--- config.mk ---
export PLATFORM = sky130hd
export DESIGN_NAME = alu_flat
export DESIGN_NICKNAME = d
export VERILOG_FILES = /design/src/rtl/alu_if.sv /design/src/rtl/alu.sv /design/src/flat_wrapper.sv
export SDC_FILE = /design/constraint.sdc
export NUM_CORES = 1
export LEC_CHECK = 0
export CELL_PAD_IN_SITES_DETAIL_PLACEMENT = 1
export CELL_PAD_IN_SITES_GLOBAL_PLACEMENT = 2
export CORE_UTILIZATION = 34
export DETAILED_ROUTE_END_ITERATION = 10
export GPL_ROUTABILITY_DRIVEN = 0
export GPL_TIMING_DRIVEN = 0
export PLACE_DENSITY = 0.93
export SLEW_MARGIN = 20
export SYNTH_ARGS = -nofsm -noshare
export SYNTH_HDL_FRONTEND = slang
export SYNTH_SLANG_ARGS = --single-unit
export TNS_END_PERCENT = 5
--- constraint.sdc ---
create_clock -name clk -period 32.2 [get_ports clk]
set_input_delay 9.66 -clock clk [delete_from_list [all_inputs] [get_ports clk]]
set_output_delay 9.66 -clock clk [all_outputs]
set_load 0.05 [all_outputs]
--- src/rtl/alu_if.sv ---
// Operand/opcode bus into the ALU and its result/flag outputs.
interface alu_if #(parameter int WIDTH = 32);
  logic [WIDTH-1:0] rd1;
  logic [WIDTH-1:0] rd2;
  logic [3:0]       ALU_Operation;
  logic [WIDTH-1:0] out;
  logic             zero;
  logic             carry_q;
  logic             overflow_q;
  logic             negative_q;
  logic             zero_q;

  modport master (
    output rd1, rd2, ALU_Operation,
    input  out, zero, carry_q, overflow_q, negative_q, zero_q
  );
  modport slave (
    input  rd1, rd2, ALU_Operation,
    output out, zero, carry_q, overflow_q, negative_q, zero_q
  );
endinterface

--- src/rtl/alu.sv ---
// RV32 integer ALU: combinational result/zero plus a one-cycle registered
// copy of the carry/overflow/negative/zero flags.
module alu #(
  parameter int WIDTH = 32
) (
  input  logic  clk,
  input  logic  n_rst,
  alu_if.slave  bus
);
  localparam int SHW = $clog2(WIDTH);
  localparam logic [WIDTH:0] ONE = (WIDTH+1)'(1);

  logic [WIDTH:0]   sum, diff;
  logic [SHW-1:0]   shamt;
  logic [WIDTH-1:0] res;
  logic             c, v;

  assign shamt = bus.rd2[SHW-1:0];
  assign sum   = {1'b0, bus.rd1} + {1'b0, bus.rd2};
  // Subtract as a + ~b + 1 so the carry-out reads as "no borrow".
  assign diff  = {1'b0, bus.rd1} + {1'b0, ~bus.rd2} + ONE;

  always_comb begin
    res = '0;
    c   = 1'b0;
    v   = 1'b0;
    case (bus.ALU_Operation)
      4'b0000: res = bus.rd1 & bus.rd2;
      4'b0001: res = bus.rd1 | bus.rd2;
      4'b0010: begin
        res = sum[WIDTH-1:0];
        c   = sum[WIDTH];
        v   = (bus.rd1[WIDTH-1] == bus.rd2[WIDTH-1]) &&
              (res[WIDTH-1] != bus.rd1[WIDTH-1]);
      end
      4'b0011: res = bus.rd1 ^ bus.rd2;
      4'b0100: res = bus.rd1 << shamt;
      4'b0101: res = bus.rd1 >> shamt;
      4'b0110: begin
        res = diff[WIDTH-1:0];
        c   = diff[WIDTH];
        v   = (bus.rd1[WIDTH-1] != bus.rd2[WIDTH-1]) &&
              (res[WIDTH-1] != bus.rd1[WIDTH-1]);
      end
      4'b0111: res = WIDTH'($signed(bus.rd1) >>> shamt);
      4'b1000: res = {{(WIDTH-1){1'b0}}, ($signed(bus.rd1) < $signed(bus.rd2))};
      4'b1001: res = {{(WIDTH-1){1'b0}}, (bus.rd1 < bus.rd2)};
      default: res = '0;
    endcase
  end

  assign bus.out  = res;
  assign bus.zero = (res == '0);

  always_ff @(posedge clk or negedge n_rst) begin
    if (!n_rst) begin
      bus.carry_q    <= 1'b0;
      bus.overflow_q <= 1'b0;
      bus.negative_q <= 1'b0;
      bus.zero_q     <= 1'b0;
    end else begin
      bus.carry_q    <= c;
      bus.overflow_q <= v;
      bus.negative_q <= res[WIDTH-1];
      bus.zero_q     <= (res == '0);
    end
  end
endmodule

--- src/flat_wrapper.sv ---
// flat-port wrapper written by rule: the top's interface ports become plain ports
module alu_flat 
#(
  parameter int WIDTH = 32
)
  (clk, n_rst, bus_rd1, bus_rd2, bus_ALU_Operation, bus_out, bus_zero, bus_carry_q, bus_overflow_q, bus_negative_q, bus_zero_q);
  alu_if #(.WIDTH(WIDTH)) bus_i ();
  input  logic clk;
  input  logic n_rst;
  input wire logic [$bits(bus_i.rd1)-1:0] bus_rd1;
  input wire logic [$bits(bus_i.rd2)-1:0] bus_rd2;
  input wire logic [$bits(bus_i.ALU_Operation)-1:0] bus_ALU_Operation;
  output wire logic [$bits(bus_i.out)-1:0] bus_out;
  output wire logic [$bits(bus_i.zero)-1:0] bus_zero;
  output wire logic [$bits(bus_i.carry_q)-1:0] bus_carry_q;
  output wire logic [$bits(bus_i.overflow_q)-1:0] bus_overflow_q;
  output wire logic [$bits(bus_i.negative_q)-1:0] bus_negative_q;
  output wire logic [$bits(bus_i.zero_q)-1:0] bus_zero_q;
  assign bus_i.rd1 = bus_rd1;
  assign bus_i.rd2 = bus_rd2;
  assign bus_i.ALU_Operation = bus_ALU_Operation;
  assign bus_out = bus_i.out;
  assign bus_zero = bus_i.zero;
  assign bus_carry_q = bus_i.carry_q;
  assign bus_overflow_q = bus_i.overflow_q;
  assign bus_negative_q = bus_i.negative_q;
  assign bus_zero_q = bus_i.zero_q;
  alu #(.WIDTH(WIDTH)) u_core (.clk(clk), .n_rst(n_rst), .bus(bus_i));
endmodule
# == After elaboration in Yosys (flattened, before gate mapping) ==
# Cells that the tools add are included.
# word_totals
input_bits,70
out_inout_bits,37
register_bits,4
# op_classes
order_cmp,2
bitwise,4
addsub,3
n_eq_ne,13
n_mux,3
n_reduce_logical,4
shift,3
# ops
op,count
one-hot mux 32 bit (10 select lines),1
adder 32 x 32 -> 33 bit,2
less-than comparator 32 bit,2
adder 33 x 1 -> 33 bit (second input constant),1
AND 32 bit,1
zero test 32 bit,1
inverter 32 bit,1
OR 32 bit,1
<< shifter 32 x 5 -> 32 bit,1
right shift 32 x 5 -> 32 bit,1
>>> shifter 32 x 5 -> 32 bit,1
bitwise XOR 32 bit,1
== test 4 x 3 -> 1 bit (second input constant),4
== test 4 x 2 -> 1 bit (second input constant),2
== test 4 bit (second input constant),2
== test 4 x 1 -> 1 bit (second input constant),1
zero test 4 bit,1
one-hot mux 1 bit (2 select lines),2
inequality test 1 bit,3
logical AND 1 bit,2
== test 1 bit,1

# == Depth between registers and ports, before layout ==
# Gate-level depths: netlist of the first run.
# depth
depth_word,6
depth_mapped,19

# == Worst setup path before layout of the first run ==
# Ideal clock, no wire load.
# synth_timing
path_type,input-to-output
startpoint,input bus_rd2[1]
endpoint,output bus_zero
required_time_ns,22.540
path_buffers,4
slack_ns,6.956
t_arrival_ns,15.584
path_stages,17
cell_sequence,buf_2 inv_2 buf_2 buf_1 buf_1 ha_1 o21ba_2 a2111o_1 a21oi_2 a2111oi_1 a2111oi_1 nor4_1 a2111oi_0 nand2_1 or4_1 or4_1 nor4_2
# synth_between
elab_chain_cells,5
elab_cells_between_ends,14
classes_between,add/sub (3); order compare (2); shift (3); mux (1); bitwise (4); reduce/logical (1)
# synth_rtl
item,line,source
start: declaration,flat_wrapper.sv:11,input wire logic [$bits(bus_i.rd2)-1:0] bus_rd2;
inverter 32 bit,alu.sv:21,"assign diff = {1'b0, bus.rd1} + {1'b0, ~bus.rd2} + ONE;"
adder 32 x 32 -> 33 bit,alu.sv:21,
adder 33 x 1 -> 33 bit,alu.sv:21,
one-hot mux 32 bit (10 select lines) *,alu.sv:27,case (bus.ALU_Operation)
via bus_out[23],flat_wrapper.sv:13,output wire logic [$bits(bus_i.out)-1:0] bus_out;
zero test 32 bit *,alu.sv:53,assign bus.zero = (res == '0);
end: declaration,flat_wrapper.sv:14,output wire logic [$bits(bus_i.zero)-1:0] bus_zero;
# Mark *: on every way through the listed nets, which the timed path passes. The rest lies on a longest branch.

# == Worst setup path after layout of the first run ==
# layout_timing
startpoint,input bus_rd2[1]
endpoint,output bus_zero
# layout_between
elab_chain_cells,5
elab_cells_between_ends,14
classes_between,add/sub (3); order compare (2); shift (3); mux (1); bitwise (4); reduce/logical (1)
# layout_rtl
item,line
inverter 32 bit,alu.sv:21
adder 32 x 32 -> 33 bit,alu.sv:21
adder 33 x 1 -> 33 bit,alu.sv:21
one-hot mux 32 bit (10 select lines) *,alu.sv:27
zero test 32 bit *,alu.sv:53
# Every way passes the cells marked *; elsewhere a longest branch is shown, timed or not.

==> results of run 1 <==
-- worst min-delay path by stage --
stage / slack [ps] / depth (start not counted) / from / end
after floorplan: 9360 / 0 / n_rst / u_core.bus.carry_q
after detailed placement: 9880 / 1 / n_rst / u_core.bus.carry_q
final: 9640 / 1 / n_rst / u_core.bus.negative_q
after global routing: 9660 / 1 / n_rst / u_core.bus.zero_q
after global placement: 9870 / 1 / n_rst / u_core.bus.zero_q
after CTS: 9650 / 1 / n_rst / u_core.bus.negative_q
-- layout make-up --
class                           count  area, sq um
Sequential cell                     4          100
Tap cell                          390          488
Clock buffer                        3         75.1
Fill cell                        3819        17800
Inverter                          108          405
Multi-Input combinational cell   1274         9290
Timing Repair Buffer              104         1040
Buffer                            119          543
-- cell families after synthesis --
logic type / Yosys count / share of synthesized area (%)
buffers and inverters: 227 / 9.19
AND/OR/NAND/NOR: 508 / 23.9
AO/OA/AOI/OAI: 511 / 33.0
flip-flops: 4 / 0.970
adder cells (fa/ha/maj): 99 / 12.1
XOR/XNOR: 10 / 0.848
multiplexers: 146 / 20.0
-- where the power goes --
group	switching, uW	internal, uW	total, uW
clock	3.11	15.8	18.9
combinational	168	81.4	250
sequential	0.0861	5.39	5.48
-- routing by layer --
layer  share of wire, %  vias to the layer above  global-route usage [%]
li1                   -                     5882                       -
met1                 38                     6913                    49.7
met2                 41                     1289                    56.7
met3                 14                      338                    10.7
met4                7.9                        0                    23.3
met5                  0                        -                       0
-- cells in the mapped netlist, drive strengths merged (5+ instances only) --
library cell  number  area [sq um]
a211o              6          52.6
o2111ai           10          87.6
a221oi            17           149
a22oi              6          45.0
o211a              5          50.1
o21ai            109           546
or2                8          52.6
a22o               7          61.3
nor2             146           548
xnor2              7          61.3
nor3              44           225
o311ai             6          60.1
a2111oi            7          65.1
o31ai             16           120
inv              107           402
a21o               9          67.6
o211ai            29           218
o32ai              6          52.6
buf               50           284
clkbuf            69           259
a211oi            37           283
nor4              21           138
nand3b             6          45.0
o221ai             7          61.3
nand3             29           145
nand2            139           522
or4                6          45.0
mux2i             74           741
and3              14          88.8
ha                97          1210
o21a               5          37.5
nand4             11          68.8
and2              23           146
o21bai             6          45.0
nor2b             18           113
o31a               5          43.8
a31oi             21           131
o22ai             21           131
a21oi            130           658
mux2              27           308
nand2b            19           119
mux4              45          1010
-- flip-flops by register name, summed over array words and instances (netlist names) --
signal                 cells
u_core.bus.carry_q         1
u_core.bus.zero_q          1
u_core.bus.negative_q      1
u_core.bus.overflow_q      1
-- metrics by stage --
stage	area (sq um)	utilization, %	setup slack (ps)	power (uW)
after CTS	11900	40.2	4990	261
after global placement	11900	39.9	5150	237
after floorplan	10300	-	6960	154
after global routing	11900	40.2	4460	283
final	11900	40.2	4750	274
after detailed placement	11900	39.9	4990	241
-- critical path: stages --
cell and delay (ps):
clkdlybuf4s50_1 420, buf_2 230, inv_2 270, buf_2 360, buf_1 630, buf_1 860
ha_1 410, o21ba_2 230, a2111o_1 470, a21oi_2 370, a2111oi_1 230, a2111oi_1 850
nor4_1 110, a2111oi_0 440, nand2_1 130, or4_1 460, or4_1 460, nor4_2 310
clkdlybuf4s50_1 860
==> impl_metrics.py, run 1 <==
metrics = {
    "floorplan": {
        "core_sq_um": 29700,
        "num_rows": 63,
        "fp.dieW_um": 176,
        "die_h_um": 176,
        "io-pin-count": 107,
        "start_util_pct": 34.7,
        "dieArea_sq_um": 31100,
    },
    "cts": {
        "cts_setup_buffers": 0,
        "clk_pin_slew_ps": 30,
        "cts-htree-levels": 1,
        "cts_resized": 0,
        "root_buffer": "clkbuf_16",
        "cts_made_buffers": 3,
        "tritoncts": "done",
        "clock_sinks": 4,
        "cts_hold_buf": 0,
        "clockBufferDepth": 2,
    },
    "global_routing": {
        "grt_pass1_wl_um": 89700,
        "grt_start_max_net_pins": 14,
        "grt_antenna_before_repair": 0,
        "gr-total-overflow": 0,
        "track_usage_pct": 38.6,
        "grt_pass1_vias": 13800,
    },
    "routing": {
        "wl_per_cell_um": 30.7,
        "via_count": 14400,
        "wirelength_um": 61400,
        "first_iter_violations": 2313,
        "drcViolationCount": 0,
        "antenna_left": 0,
        "firstDrtPassIters": 8,
        "routed_via_density": 7.20,
    },
    "finish": {
        "mostFrequentLayoutCells": "nor2_1 (146), nand2_1 (139), a21oi_1 (128)",
        "stdcell_count": 2002,
        "nets": 1783,
        "syn2layout_area_growth_pct": 15.7,
        "n_antenna_cell": 0,
        "final_layout_size_suffix_gt1_share_pct": 9.06,
        "layout_commonest_cell": "nor2_1",
    },
    "synthesis": {
        "ys_ff_latch": 4,
        "seq_area_frac_synth_pct": 0.970,
        "syn_nets": 1674,
        "ys.warnings.count": 0,
        "netlist_area_sq_um": 10300,
        "ys.flop_type": "dfrtp_1",
        "synth_edf_count": 0,
        "synth.distinct_cells": 97,
        "syn_area_per_cell_sq_um": 6.86,
        "syn_inst": 1505,
        "async_reset_ff_share_pct": 100,
    },
    "sta": {
        "fin_crit_ps": 27450,
        "hold_viol_final": 0,
        "setup_viol": 0,
        "tns_ps": 0,
        "maxSlewHeadroom_pct": 19.7,
        "drv_slew": 0,
        "max_freq_ghz": 0.0364,
        "rsz0062_at_grt": "false",
        "tightestPinTransition_ps": 1200,
        "final.period_utilization_pct": 85.3,
        "worst_hold_slack_ps": 9640,
    },
    "power": {
        "p_leak_uw": 0.00480,
        "ir_worst_vdd_v": 0.0000135,
        "pwr_density_cell_nw_per_um2": 23.0,
    },
    "critical_path": {
        "startpoint_type": "primary input",
        "arrival_ps": 17790,
        "cp-startpoint": "bus_rd2[1]",
        "crit_path_max_fanout": 13,
        "cp_data_required_time_ps": 22540,
        "worstSetupEndpointType": "output port",
        "crit_end": "bus_zero",
        "critical_path_class": "in2out",
    },
    "hold_path": {
        "hp-class": "in2async",
    },
    "outcome": {
        "status": "finished, final reports clean",
    },
    "placed_design": {
        "dpl.cell_count": 1999,
        "io_buffers": 104,
        "dp_hpwl_um": 48100,
    },
    "flow_run": {
        "cap_violations": 0,
    },
}
No activity file was read; power rests on OpenSTA's default activity.
==> inputs of run 2 (changes only) <==
- CTS_CLUSTER_SIZE: unset -> 16
==> results of run 2 <==
Same layout as run 1: the final DEF is identical, and so are final timing and power.
